<file path="config.mk">
export PLATFORM = sky130hd
export DESIGN_NAME = entropy_block_sequencer
export DESIGN_NICKNAME = d
export VERILOG_FILES = /design/src/rtl/jpeg_pkg.sv /design/src/rtl/magnitude_extend.sv /design/src/rtl/entropy_block_sequencer.sv
export SDC_FILE = /design/constraint.sdc
export NUM_CORES = 1
export LEC_CHECK = 0
export ABC_AREA = 1
export BUFFER_PORTS_ARGS = -buffer_cell sky130_fd_sc_hd__buf_2
export CAP_MARGIN = 20
export CELL_PAD_IN_SITES_DETAIL_PLACEMENT = 2
export CELL_PAD_IN_SITES_GLOBAL_PLACEMENT = 2
export CORE_MARGIN = 3
export CORE_UTILIZATION = 36
export CTS_CLUSTER_SIZE = 12
export DETAILED_ROUTE_END_ITERATION = 10
export HOLD_SLACK_MARGIN = 0.05
export MAX_ROUTING_LAYER = met4
export PLACE_DENSITY_LB_ADDON = 0.1
export SLEW_MARGIN = 15
export SYNTH_ARGS = -nofsm -noshare
export SYNTH_HDL_FRONTEND = slang
export SYNTH_SLANG_ARGS = --single-unit
</file>
<file path="constraint.sdc">
create_clock -name clk -period 6.9 [get_ports clk]
set_input_delay 0.69 -clock clk [delete_from_list [all_inputs] [get_ports clk]]
set_output_delay 0.69 -clock clk [all_outputs]
set_load 0.05 [all_outputs]
</file>
<file path="src/rtl/jpeg_pkg.sv">
// Shared types and constants for the JPEG entropy block path.
// Holds the block sequencer state set and the JPEG code limits.
package jpeg_pkg;

   typedef enum logic [2:0] {
      ST_IDLE,
      ST_HUFF,
      ST_MAG,
      ST_EMIT,
      ST_ZRUN,
      ST_FILL
   } state_e;

   localparam int         BLOCK_LEN = 64;
   localparam int         ZRL_LEN   = 16;
   localparam int         MAG_W     = 11;
   localparam logic [7:0] EOB_RS    = 8'h00;
   localparam logic [7:0] ZRL_RS    = 8'hF0;
   localparam logic [3:0] DC_MAX_S  = 4'd11;
   localparam logic [3:0] AC_MAX_S  = 4'd10;
   localparam logic [5:0] LAST_IDX  = 6'(BLOCK_LEN - 1);

endpackage

</file>
<file path="src/rtl/magnitude_extend.sv">
// Turns s raw magnitude bits into a signed coefficient value.
// A leading 0 marks a negative value sent as (bits - (2^s - 1)).
module magnitude_extend
   import jpeg_pkg::*;
#(
   parameter int COEF_W = 12
) (
   input  logic [MAG_W-1:0]         raw,
   input  logic [3:0]               s,
   output logic signed [COEF_W-1:0] value
);

   logic [COEF_W-1:0] raw_x;
   logic [COEF_W-1:0] span;
   logic              lead;

   // Pick the MSB of the s-bit field and apply the JPEG extend rule
   always_comb begin
      raw_x = COEF_W'(raw);
      span  = (COEF_W'(1) << s) - COEF_W'(1);
      lead  = 1'b0;
      value = '0;
      if (s != 4'd0) begin
         lead  = raw[s - 4'd1];
         value = lead ? raw_x : raw_x - span;
      end
   end

endmodule

</file>
<file path="src/rtl/entropy_block_sequencer.sv">
// Walks one 8x8 block: DC code, AC codes, magnitudes, zero runs.
// Emits exactly 64 zig-zag coefficients per block downstream.
module entropy_block_sequencer
   import jpeg_pkg::*;
#(
   parameter int COEF_W = 12
) (
   input  logic                     clk,
   input  logic                     rst,
   input  logic                     start,
   input  logic                     pred_clear,
   input  logic                     bit_in,
   input  logic                     bit_valid,
   output logic                     bit_ready,
   output logic                     dec_ac_dc_flag,
   output logic                     dec_next_bit,
   output logic                     dec_is_new,
   input  logic [3:0]               dec_r,
   input  logic [3:0]               dec_s,
   input  logic                     dec_done,
   output logic signed [COEF_W-1:0] coef_value,
   output logic [5:0]               coef_index,
   output logic                     coef_valid,
   input  logic                     coef_ready,
   output logic                     block_done,
   output logic                     busy,
   output logic                     err
);

   state_e                   state;
   logic [5:0]               idx;
   logic [3:0]               s_q;
   logic [4:0]               zcnt;
   logic                     zrl;
   logic [MAG_W-2:0]         mag;
   logic [3:0]               mcnt;
   logic signed [COEF_W-1:0] pred;

   logic [MAG_W-1:0]         mag_nxt;
   logic signed [COEF_W-1:0] ext;
   logic [7:0]               rs;
   logic [6:0]               idx_run;
   logic [6:0]               idx_zrl;
   logic                     bit_take;
   logic                     coef_take;
   logic                     last;

   magnitude_extend #(.COEF_W(COEF_W)) u_ext (
      .raw   (mag_nxt),
      .s     (s_q),
      .value (ext)
   );

   // Bit handshake, decoder forwarding and decode helpers
   always_comb begin
      bit_ready    = (state == ST_MAG) ||
                     ((state == ST_HUFF) && !dec_done);
      dec_is_new   = (state == ST_HUFF) && bit_valid && !dec_done;
      dec_next_bit = dec_is_new && bit_in;
      bit_take     = bit_valid && bit_ready;
      coef_take    = coef_valid && coef_ready;
      busy         = (state != ST_IDLE);
      mag_nxt      = {mag, bit_in};
      rs           = {dec_r, dec_s};
      idx_run      = {1'b0, idx} + {3'b000, dec_r};
      idx_zrl      = {1'b0, idx} + 7'(ZRL_LEN);
      last         = (idx == LAST_IDX);
   end

   // Block sequencer: state, indices, predictor and registered outputs
   always_ff @(posedge clk) begin
      if (rst) begin
         state          <= ST_IDLE;
         idx            <= '0;
         s_q            <= '0;
         zcnt           <= '0;
         zrl            <= 1'b0;
         mag            <= '0;
         mcnt           <= '0;
         pred           <= '0;
         dec_ac_dc_flag <= 1'b1;
         coef_value     <= '0;
         coef_index     <= '0;
         coef_valid     <= 1'b0;
         block_done     <= 1'b0;
         err            <= 1'b0;
      end else begin
         block_done <= 1'b0;
         unique case (state)
            ST_IDLE: begin
               if (pred_clear) pred <= '0;
               if (start) begin
                  state          <= ST_HUFF;
                  dec_ac_dc_flag <= 1'b1;
                  idx            <= '0;
                  err            <= 1'b0;
               end
            end
            ST_HUFF: begin
               if (dec_done) begin
                  s_q        <= dec_s;
                  mag        <= '0;
                  mcnt       <= '0;
                  zrl        <= 1'b0;
                  coef_value <= '0;
                  coef_index <= idx;
                  if (dec_ac_dc_flag) begin
                     dec_ac_dc_flag <= 1'b0;
                     if (dec_s > DC_MAX_S) begin
                        err   <= 1'b1;
                        state <= ST_IDLE;
                     end else if (dec_s == 4'd0) begin
                        coef_value <= pred;
                        coef_valid <= 1'b1;
                        state      <= ST_EMIT;
                     end else begin
                        state <= ST_MAG;
                     end
                  end else if (rs == EOB_RS) begin
                     coef_valid <= 1'b1;
                     state      <= ST_FILL;
                  end else if (rs == ZRL_RS) begin
                     if (idx_zrl > 7'(LAST_IDX)) begin
                        err   <= 1'b1;
                        state <= ST_IDLE;
                     end else begin
                        zcnt       <= 5'(ZRL_LEN);
                        zrl        <= 1'b1;
                        coef_valid <= 1'b1;
                        state      <= ST_ZRUN;
                     end
                  end else if (dec_s == 4'd0 ||
                               dec_s > AC_MAX_S ||
                               idx_run > 7'(LAST_IDX)) begin
                     err   <= 1'b1;
                     state <= ST_IDLE;
                  end else if (dec_r == 4'd0) begin
                     state <= ST_MAG;
                  end else begin
                     zcnt       <= {1'b0, dec_r};
                     coef_valid <= 1'b1;
                     state      <= ST_ZRUN;
                  end
               end
            end
            ST_MAG: begin
               if (bit_take) begin
                  mag  <= mag_nxt[MAG_W-2:0];
                  mcnt <= mcnt + 4'd1;
                  if (mcnt + 4'd1 == s_q) begin
                     coef_value <= (idx == 6'd0) ? pred + ext : ext;
                     coef_index <= idx;
                     coef_valid <= 1'b1;
                     state      <= ST_EMIT;
                  end
               end
            end
            ST_EMIT: begin
               if (coef_take) begin
                  idx        <= idx + 6'd1;
                  coef_valid <= 1'b0;
                  if (idx == 6'd0) pred <= coef_value;
                  if (last) begin
                     block_done <= 1'b1;
                     state      <= ST_IDLE;
                  end else begin
                     state <= ST_HUFF;
                  end
               end
            end
            ST_ZRUN: begin
               if (coef_take) begin
                  idx        <= idx + 6'd1;
                  coef_index <= idx + 6'd1;
                  zcnt       <= zcnt - 5'd1;
                  if (zcnt == 5'd1) begin
                     coef_valid <= 1'b0;
                     state      <= zrl ? ST_HUFF : ST_MAG;
                  end
               end
            end
            ST_FILL: begin
               if (coef_take) begin
                  idx        <= idx + 6'd1;
                  coef_index <= idx + 6'd1;
                  if (last) begin
                     coef_valid <= 1'b0;
                     block_done <= 1'b1;
                     state      <= ST_IDLE;
                  end
               end
            end
            default: state <= ST_IDLE;
         endcase
      end
   end

endmodule

</file>
==> impl_metrics.prom <==
# TYPE chip_impl_metric gauge
chip_impl_metric{name="yosysWarnings",unit=""} 0
chip_impl_metric{name="die_ar",unit="mm^2"} 0.0175
chip_impl_metric{name="hold_buffers",unit=""} 0
chip_impl_metric{name="wire_length_of_the_first_global_routing_pass",unit="um"} 34700
chip_impl_metric{name="worstSkewPairLatency",unit="ns"} 0.35
chip_impl_metric{name="portBuffers",unit=""} 41
chip_impl_metric{name="floorplan.die.width",unit="um"} 132
chip_impl_info{name="tritoncts_clock_tree",value="done"} 1
chip_impl_metric{name="netlist_instances",unit=""} 918
chip_impl_metric{name="timing.final.hold_violations",unit=""} 0
chip_impl_metric{name="clock_transition_time_at_the_flip_flop_clock_pins_of_the_worst_setup_and_hold_paths",unit="ns"} 0.06
chip_impl_metric{name="num_cts_buffers",unit=""} 9
chip_impl_metric{name="drt_pass1_iterations",unit=""} 4
chip_impl_metric{name="detailed_place_hpwl",unit="um"} 15900
chip_impl_metric{name="min_delay_path_depth",unit=""} 2
chip_impl_info{name="hold_path_end",value="err"} 1
chip_impl_metric{name="peakVddDrop",unit="mV"} 0.229
chip_impl_info{name="worstSetupStartpointType",value="flip-flop"} 1
chip_impl_info{name="outcome",value="finished clean"} 1
chip_impl_metric{name="cts_max_path_buffers",unit=""} 2
chip_impl_metric{name="synthesis.area_per_instance",unit="um^2"} 6.27
chip_impl_metric{name="clock.fmax",unit="GHz"} 0.215
chip_impl_metric{name="syn-num-nets",unit=""} 985
chip_impl_metric{name="grt_start_max_net_pins",unit=""} 34
chip_impl_metric{name="final_layout_size_suffix_gt1_share",unit="%"} 10.3
chip_impl_info{name="timing.rr.end",value="coef_value[10]"} 1
chip_impl_metric{name="synth-async-reset-ratio",unit="%"} 0
chip_impl_metric{name="nets",unit=""} 1013
chip_impl_info{name="primary_flip_flop_cell_chosen_by_synthesis_mapping",value="dfxtp_1"} 1
chip_impl_metric{name="timing.critical_path.required",unit="ns"} 7.18
chip_impl_metric{name="period_minus_slack",unit="ns"} 4.64
chip_impl_metric{name="maxSlewHeadroom",unit="%"} 47.7
chip_impl_info{name="rsz_0062_raised_after_global_routing",value="no"} 1
chip_impl_metric{name="path_max_fanout",unit=""} 13
chip_impl_metric{name="antenna_cells",unit=""} 0
chip_impl_metric{name="leakagePower",unit="nW"} 3.37
chip_impl_metric{name="antenna_violations_before_repair",unit=""} 0
chip_impl_metric{name="cellPowerDensity",unit="mW/mm^2"} 504
chip_impl_metric{name="floorplan.core_area",unit="mm^2"} 0.0154
chip_impl_metric{name="cts_resized",unit=""} 0
chip_impl_metric{name="r2r_setup_slack",unit="ns"} 2.26
chip_impl_metric{name="final-max-slew-violation-count",unit=""} 0
chip_impl_metric{name="final.setup_skew",unit="ns"} 0.00707
chip_impl_metric{name="max_cap_viol_count",unit=""} 0
chip_impl_info{name="yosys.area.top_type",value="dfxtp_1"} 1
chip_impl_metric{name="pin_count",unit=""} 42
chip_impl_info{name="post_synth_main_area_contributors",value="dfxtp_1 (23%), nand2_1 (16%), ha_1 (10%)"} 1
chip_impl_metric{name="drtIter0Drc",unit=""} 243
chip_impl_metric{name="synth_edf_count",unit=""} 0
chip_impl_metric{name="detail_route.wirelength",unit="um"} 21000
chip_impl_info{name="cts_root_buf",value="clkbuf_16"} 1
chip_impl_metric{name="timing_worst_slew_pin_value",unit="ns"} 0.784
chip_impl_metric{name="cp_data_arrival_time",unit="ns"} 4.92
chip_impl_metric{name="first_global_vias",unit=""} 6669
chip_impl_metric{name="post_drt_wl_per_cell",unit="um"} 18.1
chip_impl_metric{name="yosysTopAreaCellShare",unit="%"} 23.3
chip_impl_metric{name="syn-cell-area",unit="mm^2"} 0.00575
chip_impl_metric{name="antenna_left",unit=""} 0
chip_impl_metric{name="post-route-util",unit="%"} 41.6
chip_impl_info{name="timing.setup.critical_path_class",value="reg -> reg"} 1
chip_impl_metric{name="grt-ovfl-total",unit=""} 0
chip_impl_metric{name="rr_worst_depth",unit=""} 25
chip_impl_metric{name="setup_violations",unit=""} 0
chip_impl_metric{name="summed_negative_setup_slack_over_all_endpoints",unit="ns"} 0
chip_impl_metric{name="routed_via_density",unit=""} 5.22
chip_impl_metric{name="post_cts.repair.setup_buffers",unit=""} 0
chip_impl_metric{name="multiInputGateArea",unit="mm^2"} 0.00366
chip_impl_metric{name="m1WireLength",unit="um"} 9230
chip_impl_metric{name="yosysSeqAreaShare",unit="%"} 23.3
chip_impl_info{name="regToRegStartpoint",value="s_q[0]"} 1
chip_impl_metric{name="post-route-period-util",unit="%"} 67.3
chip_impl_info{name="critPathCaptureType",value="flip-flop"} 1
chip_impl_metric{name="placement_rows",unit=""} 45
chip_impl_metric{name="area_delta_synth_final",unit="%"} 11.5
chip_impl_info{name="min-delay-start",value="err"} 1
chip_impl_metric{name="route.detailed.drc",unit=""} 0
chip_impl_info{name="hold_path.class",value="reg -> reg"} 1
chip_impl_metric{name="ctsHtreeMaxLevel",unit=""} 3
chip_impl_metric{name="final.fill_count",unit=""} 2010
chip_impl_metric{name="vias",unit=""} 6071
chip_impl_metric{name="register_area",unit="mm^2"} 0.00134
chip_impl_metric{name="globalplace.congestion",unit=""} 0.876
chip_impl_metric{name="met2_wirelength",unit="um"} 10900
chip_impl_metric{name="yosys.cell_types.count",unit=""} 44
chip_impl_metric{name="numClockSinks",unit=""} 67
chip_impl_metric{name="grt_use_total",unit="%"} 25.0
chip_impl_metric{name="ys_seq_elements",unit=""} 67
chip_impl_metric{name="detailroute.wirelength.met3",unit="um"} 491
chip_impl_metric{name="initial_core_util",unit="%"} 37.3
chip_impl_info{name="routed.top_layer",value="met4"} 1
chip_impl_metric{name="die_y",unit="um"} 132
==> state kept, by name, indices dropped and copies added, names as in the netlist <==
signal          count
pred               12
zcnt                5
state               3
err                 1
dec_ac_dc_flag      1
zrl                 1
mcnt                4
coef_index          6
block_done          1
mag                10
coef_value         12
coef_valid          1
idx                 6
s_q                 4
==> metrics by stage <==
step	instance area [um^2]	power (W)	setup WS (ns)	instances	hold WS, ns
3_3_place_gp	6070	0.00258	2.69	1144	0.460
3_5_place_dp	6070	0.00270	2.33	1144	0.468
5_1_grt	6410	0.00357	1.73	1162	0.524
4_1_cts	6390	0.00325	2.23	1160	0.484
6_report	6410	0.00323	2.26	1162	0.479
2_1_floorplan	5750	0.00217	3.14	918	0.456
==> report_power, final <==
part / internal (W) / switching (W)
combinational: 0.000661 / 0.00145
sequential: 0.000500 / 0.000111
clock: 0.000317 / 0.000195
==> cell type report <==
type                    instances  share of cell area [%]
repair buffers                 44                    3.73
multi-input cells             668                    57.1
well taps                     211                    4.12
flip-flops and latches         67                    20.9
clock buffers                  10                    3.57
clock inverters                 6                    1.40
inverters                     156                    9.17
==> Yosys cell counts, types with 5 or more instances <==
library cell	number
a21oi_1	70
nand4_1	11
nand2_1	246
o21ai_0	33
inv_1	143
ha_1	48
nand2_2	5
dfxtp_1	67
nor3_1	6
nor2_1	83
xor2_1	15
buf_4	5
inv_2	11
clkbuf_1	10
nand3_1	81
a211oi_1	21
buf_2	8
==> worst max-delay path by stage <==
stage                 from              to  cells past startpoint
floorplan           s_q[0]   coef_value[6]                     26
global placement    s_q[0]  coef_value[11]                     28
detailed placement  s_q[0]  coef_value[11]                     27
CTS                 s_q[0]  coef_value[10]                     25
global route        s_q[0]  coef_value[10]                     25
finish              s_q[0]  coef_value[10]                     25
==> layer usage <==
metal / up-vias / track usage, %
met2: 63 / 44.3
met5: - / -
li1: 3002 / -
met4: 0 / 6.29
met3: 16 / 3.50
met1: 2990 / 29.8
==> cell families (layout without fill, tap and decap cells) <==
group                      Yosys count  in the layout  synth area share, %
AOI/OAI and AO/OA                  146            146                 14.9
xor gates and xnor gates            19             19                 2.89
adders and majority gates           51             51                 11.5
buffers and inverters              183            216                 13.0
DFF                                 67             67                 23.3
and+or+nand+nor                    452            452                 34.4
==> cell usage in the layout (no fill, tap or decap), types with 3 or more instances in the layout <==
| cell | synthesis | routed |
|---|---|---|
| nand2_1 | 246 | 246 |
| inv_1 | 143 | 143 |
| nor2_1 | 83 | 83 |
| nand3_1 | 81 | 81 |
| a21oi_1 | 70 | 70 |
| dfxtp_1 | 67 | 67 |
| ha_1 | 48 | 48 |
| buf_2 | 8 | 41 |
| o21ai_0 | 33 | 33 |
| a211oi_1 | 21 | 21 |
| xor2_1 | 15 | 15 |
| inv_2 | 11 | 11 |
| nand4_1 | 11 | 11 |
| clkbuf_16 | 0 | 9 |
| nor3_1 | 6 | 6 |
| nand2_2 | 5 | 5 |
| xnor2_1 | 4 | 4 |
| nand3_2 | 4 | 4 |
| nor2_2 | 4 | 4 |
| a31oi_1 | 4 | 4 |
| nand3b_1 | 4 | 4 |
| o211ai_1 | 3 | 3 |
| fa_1 | 3 | 3 |
==> worst max-delay path, stage by stage, from the launching register on <==
cell and delay (ns):
dfxtp_1 0.52, inv_2 0.19, ha_1 0.27, nand3_1 0.42, ha_1 0.25, ha_1 0.22, inv_1 0.08, fa_1 0.40
inv_1 0.12, nand3_1 0.08, nand3_1 0.13, xor2_1 0.16, nand3_1 0.09, nand3_1 0.13, inv_1 0.06, ha_1 0.36
nand2_1 0.12, o21ai_0 0.28, nand2_1 0.13, nand3_1 0.12, nand2_1 0.07, nand3_1 0.07, nand2_1 0.06, inv_1 0.07
nand2_1 0.05, a21oi_1 0.11
Note: power is estimated with default switching activity, not from simulation.
